## src/rtl/shift_reg_univ.sv

```systemverilog
// Universal shift register: hold / shift / load / rotate in either direction,
// plus a counted burst engine (IDLE -> RUN -> DONE) that repeats one shift or rotate step.
module shift_reg_univ #(
  parameter int WIDTH = 8,
  parameter int CNT_W = 4
) (
  input  logic             clk,
  input  logic             rst_n,
  input  logic             en,
  input  logic [1:0]       mode,
  input  logic             dir,
  input  logic             ser_in,
  input  logic [WIDTH-1:0] pdata,
  input  logic             start,
  input  logic [CNT_W-1:0] count,
  output logic [WIDTH-1:0] q,
  output logic             ser_out_r,
  output logic             ser_out_l,
  output logic             busy,
  output logic             done
);

  // Burst handshake: start is accepted only while idle (busy=0, done=0).
  // busy stays high for exactly count cycles, then done pulses for one cycle.
  typedef enum logic [1:0] {
    S_IDLE = 2'd0,
    S_RUN  = 2'd1,
    S_DONE = 2'd2
  } state_t;

  localparam logic [CNT_W-1:0] CNT_ONE = {{(CNT_W-1){1'b0}}, 1'b1};

  state_t           state_q, state_d;
  logic [WIDTH-1:0] q_q, q_d;
  logic [CNT_W-1:0] cnt_q, cnt_d;
  logic             rot_q, rot_d;
  logic             dir_q, dir_d;

  // One shift/rotate step; rotate recirculates the outgoing bit instead of ser_in.
  function automatic logic [WIDTH-1:0] step_fn(input logic [WIDTH-1:0] cur,
                                               input logic rot,
                                               input logic left,
                                               input logic sin);
    logic fill;
    fill = sin;
    if (left) begin
      if (rot) fill = cur[WIDTH-1];
      step_fn = {cur[WIDTH-2:0], fill};
    end else begin
      if (rot) fill = cur[0];
      step_fn = {fill, cur[WIDTH-1:1]};
    end
  endfunction

  always_comb begin
    state_d = state_q;
    q_d     = q_q;
    cnt_d   = cnt_q;
    rot_d   = rot_q;
    dir_d   = dir_q;
    case (state_q)
      S_RUN: begin
        q_d   = step_fn(q_q, rot_q, dir_q, ser_in);
        cnt_d = cnt_q - CNT_ONE;
        if (cnt_q == CNT_ONE) state_d = S_DONE;
      end
      default: begin
        if (state_q == S_IDLE && start) begin
          rot_d   = (mode == 2'b11);
          dir_d   = dir;
          cnt_d   = count;
          state_d = (count == '0) ? S_DONE : S_RUN;
        end else begin
          // DONE (or any stray encoding) lasts one cycle; direct ops still apply.
          if (state_q != S_IDLE) state_d = S_IDLE;
          if (en) begin
            case (mode)
              2'b01:   q_d = step_fn(q_q, 1'b0, dir, ser_in);
              2'b10:   q_d = pdata;
              2'b11:   q_d = step_fn(q_q, 1'b1, dir, ser_in);
              default: q_d = q_q;
            endcase
          end
        end
      end
    endcase
  end

  always_ff @(posedge clk or negedge rst_n) begin
    if (!rst_n) begin
      state_q <= S_IDLE;
      q_q     <= '0;
      cnt_q   <= '0;
      rot_q   <= 1'b0;
      dir_q   <= 1'b0;
    end else begin
      state_q <= state_d;
      q_q     <= q_d;
      cnt_q   <= cnt_d;
      rot_q   <= rot_d;
      dir_q   <= dir_d;
    end
  end

  assign q         = q_q;
  assign ser_out_r = q_q[0];
  assign ser_out_l = q_q[WIDTH-1];
  assign busy      = (state_q == S_RUN);
  assign done      = (state_q == S_DONE);

endmodule

```

## config.mk

```make
export PLATFORM = sky130hd
export DESIGN_NAME = shift_reg_univ
export DESIGN_NICKNAME = d
export VERILOG_FILES = /design/src/rtl/shift_reg_univ.sv
export SDC_FILE = /design/constraint.sdc
export NUM_CORES = 1
export LEC_CHECK = 0
export BUFFER_PORTS_ARGS = -buffer_cell sky130_fd_sc_hd__buf_2
export CAP_MARGIN = 20
export CORE_UTILIZATION = 41
export CTS_CLUSTER_DIAMETER = 80
export DETAILED_ROUTE_END_ITERATION = 6
export PLACE_DENSITY = 0.69
export SYNTH_ARGS = -nofsm -noshare
export SYNTH_HDL_FRONTEND = slang
export SYNTH_SLANG_ARGS = --single-unit
export TNS_END_PERCENT = 5
```

## constraint.sdc

```tcl
create_clock -name clk -period 3.4 [get_ports clk]
set_input_delay 0 -clock clk [delete_from_list [all_inputs] [get_ports clk]]
set_output_delay 0 -clock clk [all_outputs]
set_load 0.02 [all_outputs]
```

# --- Yosys cells after proc, flatten, opt, wreduce, memory -nomap -nowiden ---
# Cells that the tools add are included.
classes:
  addsub: 1
  eq_ne: 8
  mux: 16
  bitwise: 1
  n_reduce_logical: 11
op_table:
  columns: ["operator", "count"]
  rows:
  - ["two-way mux 8 bit", 6]
  - ["one-hot mux 8 bit (3 select lines)", 1]
  - ["two-way mux 2 bit", 5]
  - ["two-way mux 4 bit", 2]
  - ["== test 2 bit (second input constant)", 3]
  - ["nonzero test 2 bit", 3]
  - ["== test 2 x 1 -> 1 bit (second input constant)", 2]
  - ["== test 4 x 1 -> 1 bit (second input constant)", 1]
  - ["zero test 4 bit", 1]
  - ["AND reduction 2 bit", 2]
  - ["nonzero test 4 bit", 1]
  - ["subtractor 4 x 1 -> 4 bit (second input constant)", 1]
  - ["AND reduction 3 bit", 1]
  - ["nonzero test 3 bit", 1]
  - ["zero test 2 bit", 1]
  - ["two-way mux 1 bit", 2]
  - ["!= test 2 x 1 -> 1 bit (second input constant)", 1]
  - ["!= test 2 bit (second input constant)", 1]
  - ["logical AND 1 bit", 1]
  - ["NOT 1 bit", 1]
totals:
  reg_bits: 16
  in_bits: 20
  output_inout_bits: 12
  elab_cells: 42

# --- Logic depth before layout (Yosys ltp) ---
depth:
  ltp_word: 5
  ltp_mapped: 7
  ltp_nobuf: 6

# --- Worst setup path before layout ---
# No wires, ideal clock.
synth_path:
  kind: "register -> register"
  from: "register q_q[2], in the netlist q[2]"
  to: "register q_q[3], in the netlist q[3]"
  setup_time_ns: 0.127
  arrival_time_ns: 1.340
  required_time_ns: 3.273
  slack_ns: 1.933
  path_stages_with_launch: 5
  path_buffers: 0
  period_less_slack_ns: 1.467
  path_cell_list: "dfrtp_1 mux2_2 a221oi_1 a21oi_1 mux2_1"
synth_between:
  elab_chain_len: 5
  elab_cells_between_ends: 7
  classes_between: "mux: 7"
synth_lines:
  columns: ["item", "line_no", "source"]
  rows:
  - ["start, declared", "34", "logic [WIDTH-1:0] q_q, q_d;"]
  - ["start signal, assigned", "98", "q_q <= q_d;"]
  - ["two-way mux 8 bit", "46", "if (left) begin"]
  - ["one-hot mux 8 bit (3 select lines)", "77", "case (mode)"]
  - ["two-way mux 8 bit", "76", "if (en) begin"]
  - ["two-way mux 8 bit", "68", "if (state_q == S_IDLE && start) begin"]
  - ["two-way mux 8 bit *", "61", "case (state_q)"]
# Mark *: on every way between the ends. The rest lies on a longest branch, timed or not. The select of a mux whose other input is x is not followed.
# A chain may end at the register's enable or synchronous reset.

# --- Worst setup path after layout ---
layout_path:
  from: "register state_q[1]"
  to: "register q_q[0], in the netlist q[0]"
layout_between:
  elab_chain_len: 4
  elab_cells_between_ends: 8
  classes_between: "eq/ne: 2; mux: 1; reduce/logical: 5"
layout_lines:
  columns: ["item", "line_no", "source"]
  rows:
  - ["start, declared", "33", "state_t state_q, state_d;"]
  - ["start signal, assigned", "97", "state_q <= state_d;"]
  - ["zero test 2 bit", "68", null]
  - ["logical AND 1 bit", "68", null]
  - ["!= test 2 bit (no source line)", null, null]
  - ["AND reduction 3 bit (no source line)", null, null]
# Several ways; a longest one is shown, not always the timed one.

==> results.sh <==
export IMPL_design_area_um2=1450
export IMPL_finalSetupTns_ns=0
export IMPL_worstPathArrival_ns=1.98
export IMPL_die_area_um2=3240
export IMPL_final_antenna_net_count=0
export IMPL_route_met2_wl_um=1330
export IMPL_cts_root_buf="clkbuf_4"
export IMPL_final_hold_violation_count=0
export IMPL_coreArea_um2=2810
export IMPL_clkSinkCount=16
export IMPL_n_antenna_cell=0
export IMPL_hold_buffers=5
export IMPL_clkTransAtPathRegs_ns=0.11
export IMPL_min_path_type="input pin to register"
export IMPL_seq_area_frac_synth_pct=32.4
export IMPL_synth_lib_cells_used_distinct=40
export IMPL_start_util_pct=44.0
export IMPL_drc=8
export IMPL_via_per_inst=5.53
export IMPL_num_vias=996
export IMPL_grt_usage_pct=17.2
export IMPL_synth_area_top_cells="dfrtp_1, mux2_4, mux2i_1"
export IMPL_synth_area_um2=1230
export IMPL_die_w_um=56.9
export IMPL_power_share_switching_pct=44.6
export IMPL_power_frac_seq_pct=31.7
export IMPL_grt_overflow_total=0
export IMPL_grt_pass1_wl_um=4340
export IMPL_grt_antenna_before_repair=0
export IMPL_syn_nets=142
export IMPL_dr_pass1_iters=6
export IMPL_worst_path_max_fanout=18
export IMPL_synth_main_ff_cell="dfrtp_1"
export IMPL_finalCriticalPeriod_ns=1.80
export IMPL_rsz0062_at_grt="no"
export IMPL_syn_avg_cell_area_um2=10.6
export IMPL_clock_latency_ns=0.29
export IMPL_combPwrFrac_pct=58.9
export IMPL_drt_total_wl_um=2660
export IMPL_power_density_nw_per_um2=950
export IMPL_boundaryPins=32
export IMPL_synthArstFlopShare_pct=100
export IMPL_yosys_area_top_type="dfrtp_1"
export IMPL_finalPower_w=0.00138
export IMPL_p_clk_share_pct=9.3
export IMPL_topRoutingLayerUsed="met3"
export IMPL_gp_congestion=0.830
export IMPL_fin_worst_skew_ns=0.0135
export IMPL_synth_common_cells="dfrtp_1, nand2_1, mux2_4"
export IMPL_drive_above_1_share_pct=38.9
export IMPL_grt_max_degree=19
export IMPL_crit_type="register to register"
export IMPL_synth_most_common_cell="dfrtp_1"
export IMPL_cp_required_ns=3.59
export IMPL_cts_htree_levels=1
export IMPL_violations="DRC"
export IMPL_grt_pass1_vias=981
export IMPL_outcome="finished with violations"
export IMPL_fmax_mhz=556
export IMPL_drtIter0Drc=32
export IMPL_post_cts_resized=0
export IMPL_ys_warn_count=0
export IMPL_end_kind="register"
export IMPL_intPower_w=0.000765
export IMPL_max_vdd_ir_drop_mv=0.430
export IMPL_die_h_um=56.9
export IMPL_avgRoutedWirePerCell_um=14.8
export IMPL_maxCapViolations=0
export IMPL_worstMarginPinSlew_ns=0.568
export IMPL_io_buffers=31
export IMPL_route_met3_wl_um=125
export IMPL_clockBufferDepth=2
export IMPL_dpl_cell_area_um2=1370
export IMPL_power_leakage_nw=0.688
export IMPL_cts_tree="built"
export IMPL_maxSlewViolCount=0
export IMPL_synth_seq_cells=16
export IMPL_final_net_count=175
export IMPL_wl_met1_um=1210
export IMPL_startpoint_type="register"
export IMPL_synth_edf_count=0
export IMPL_slew_headroom_pct=62.1
export IMPL_synth_top_area_share_pct=32.4
export IMPL_hpwl_um=1940
export IMPL_synthesis_instances=117
export IMPL_post_route_period_util_pct=52.9
export IMPL_numCtsBuffers=3
export IMPL_row_count=19
export IMPL_area_growth_pct=17.6
export IMPL_p_sw_w=0.000615
export IMPL_utilization_pct=51.8
export IMPL_cts_setup_buffers=0
export IMPL_setup_viol=0
[final timing paths]
path	endpoint	depth (start not counted)	start	slack, ns
worst max-delay path	q[0]	5	state_q[1]	1.60
worst min-delay path	dir_q	3	dir	0.07
worst max register to register	q[0]	5	state_q[1]	1.60
worst min register to register	rot_q	2	rot_q	0.57
max in group asynchronous	cnt_q[3]	2	rst_n	2.98
min in group asynchronous	q[1]	2	rst_n	0.14
[per-layer routing]
metal  track usage, %  vias up
li1                 -      494
met1             22.0      474
met2             30.1       28
met3             2.30        0
met4             4.88        0
met5                0        -
[metrics by stage]
stage / worst slack, ns / instances / hold WS (ns)
global placement: 1.67 / 171 / -0.0635
CTS: 1.60 / 180 / 0.0642
detailed placement: 1.62 / 171 / -0.0602
global route: 1.52 / 180 / 0.0901
floorplan: 1.93 / 117 / -0.296
finish: 1.60 / 180 / 0.0674
[final cells by class]
cell class	count	area, um^2
fillers	269	1350
well taps	31	38.8
flip-flops and latches	16	400
clock buffers	4	36.3
inverters	4	17.5
multi-input cells	89	754
repair buffers	36	205
[placed cells by master, fill, tap and decap left out, types with 2 or more instances in the layout]
master	count
a21oi_1	7
a221oi_2	5
buf_2	31
clkbuf_4	3
dfrtp_1	16
dlygate4sd3_1	5
ha_1	5
inv_1	3
mux2_2	2
mux2_4	10
mux2i_1	9
nand2_1	13
nand2b_1	2
nand3_1	3
nor2_1	6
o21ai_0	3
o22ai_1	2
[state kept, by name, summed over array words and instances, names as in the netlist]
register,flops
state_q,2
dir_q,1
rot_q,1
cnt_q,4
q,8
[worst max-delay path, cell delays in order, from the launching register on]
cell,delay (ns)
dfrtp_1,0.42
nand2b_2,0.30
inv_4,0.23
a31o_2,0.33
nand2_1,0.08
o32a_1,0.33
[cells by family after synthesis]
| logic type | Yosys count | synth area share (%) |
|---|---|---|
| AOI/OAI and AO/OA | 28 | 19.7 |
| buffers and inverters | 12 | 6.48 |
| DFF | 16 | 32.4 |
| xor gates and xnor gates | 1 | 0.709 |
| and+or+nand+nor | 33 | 13.5 |
| muxes | 22 | 22.2 |
| adders and majority gates | 5 | 5.07 |
[power groups by stage]
stage | Clock [W] | Sequential, W | Combinational, W
5_1_grt | 0.000134 | 0.000459 | 0.000888
6_report | 0.000129 | 0.000438 | 0.000814
3_5_place_dp | 0 | 0.000443 | 0.000811
3_3_place_gp | 0 | 0.000431 | 0.000797
2_1_floorplan | 0 | 0.000446 | 0.000653
4_1_cts | 0.000130 | 0.000438 | 0.000821
Power figures use the tool's default switching activity.
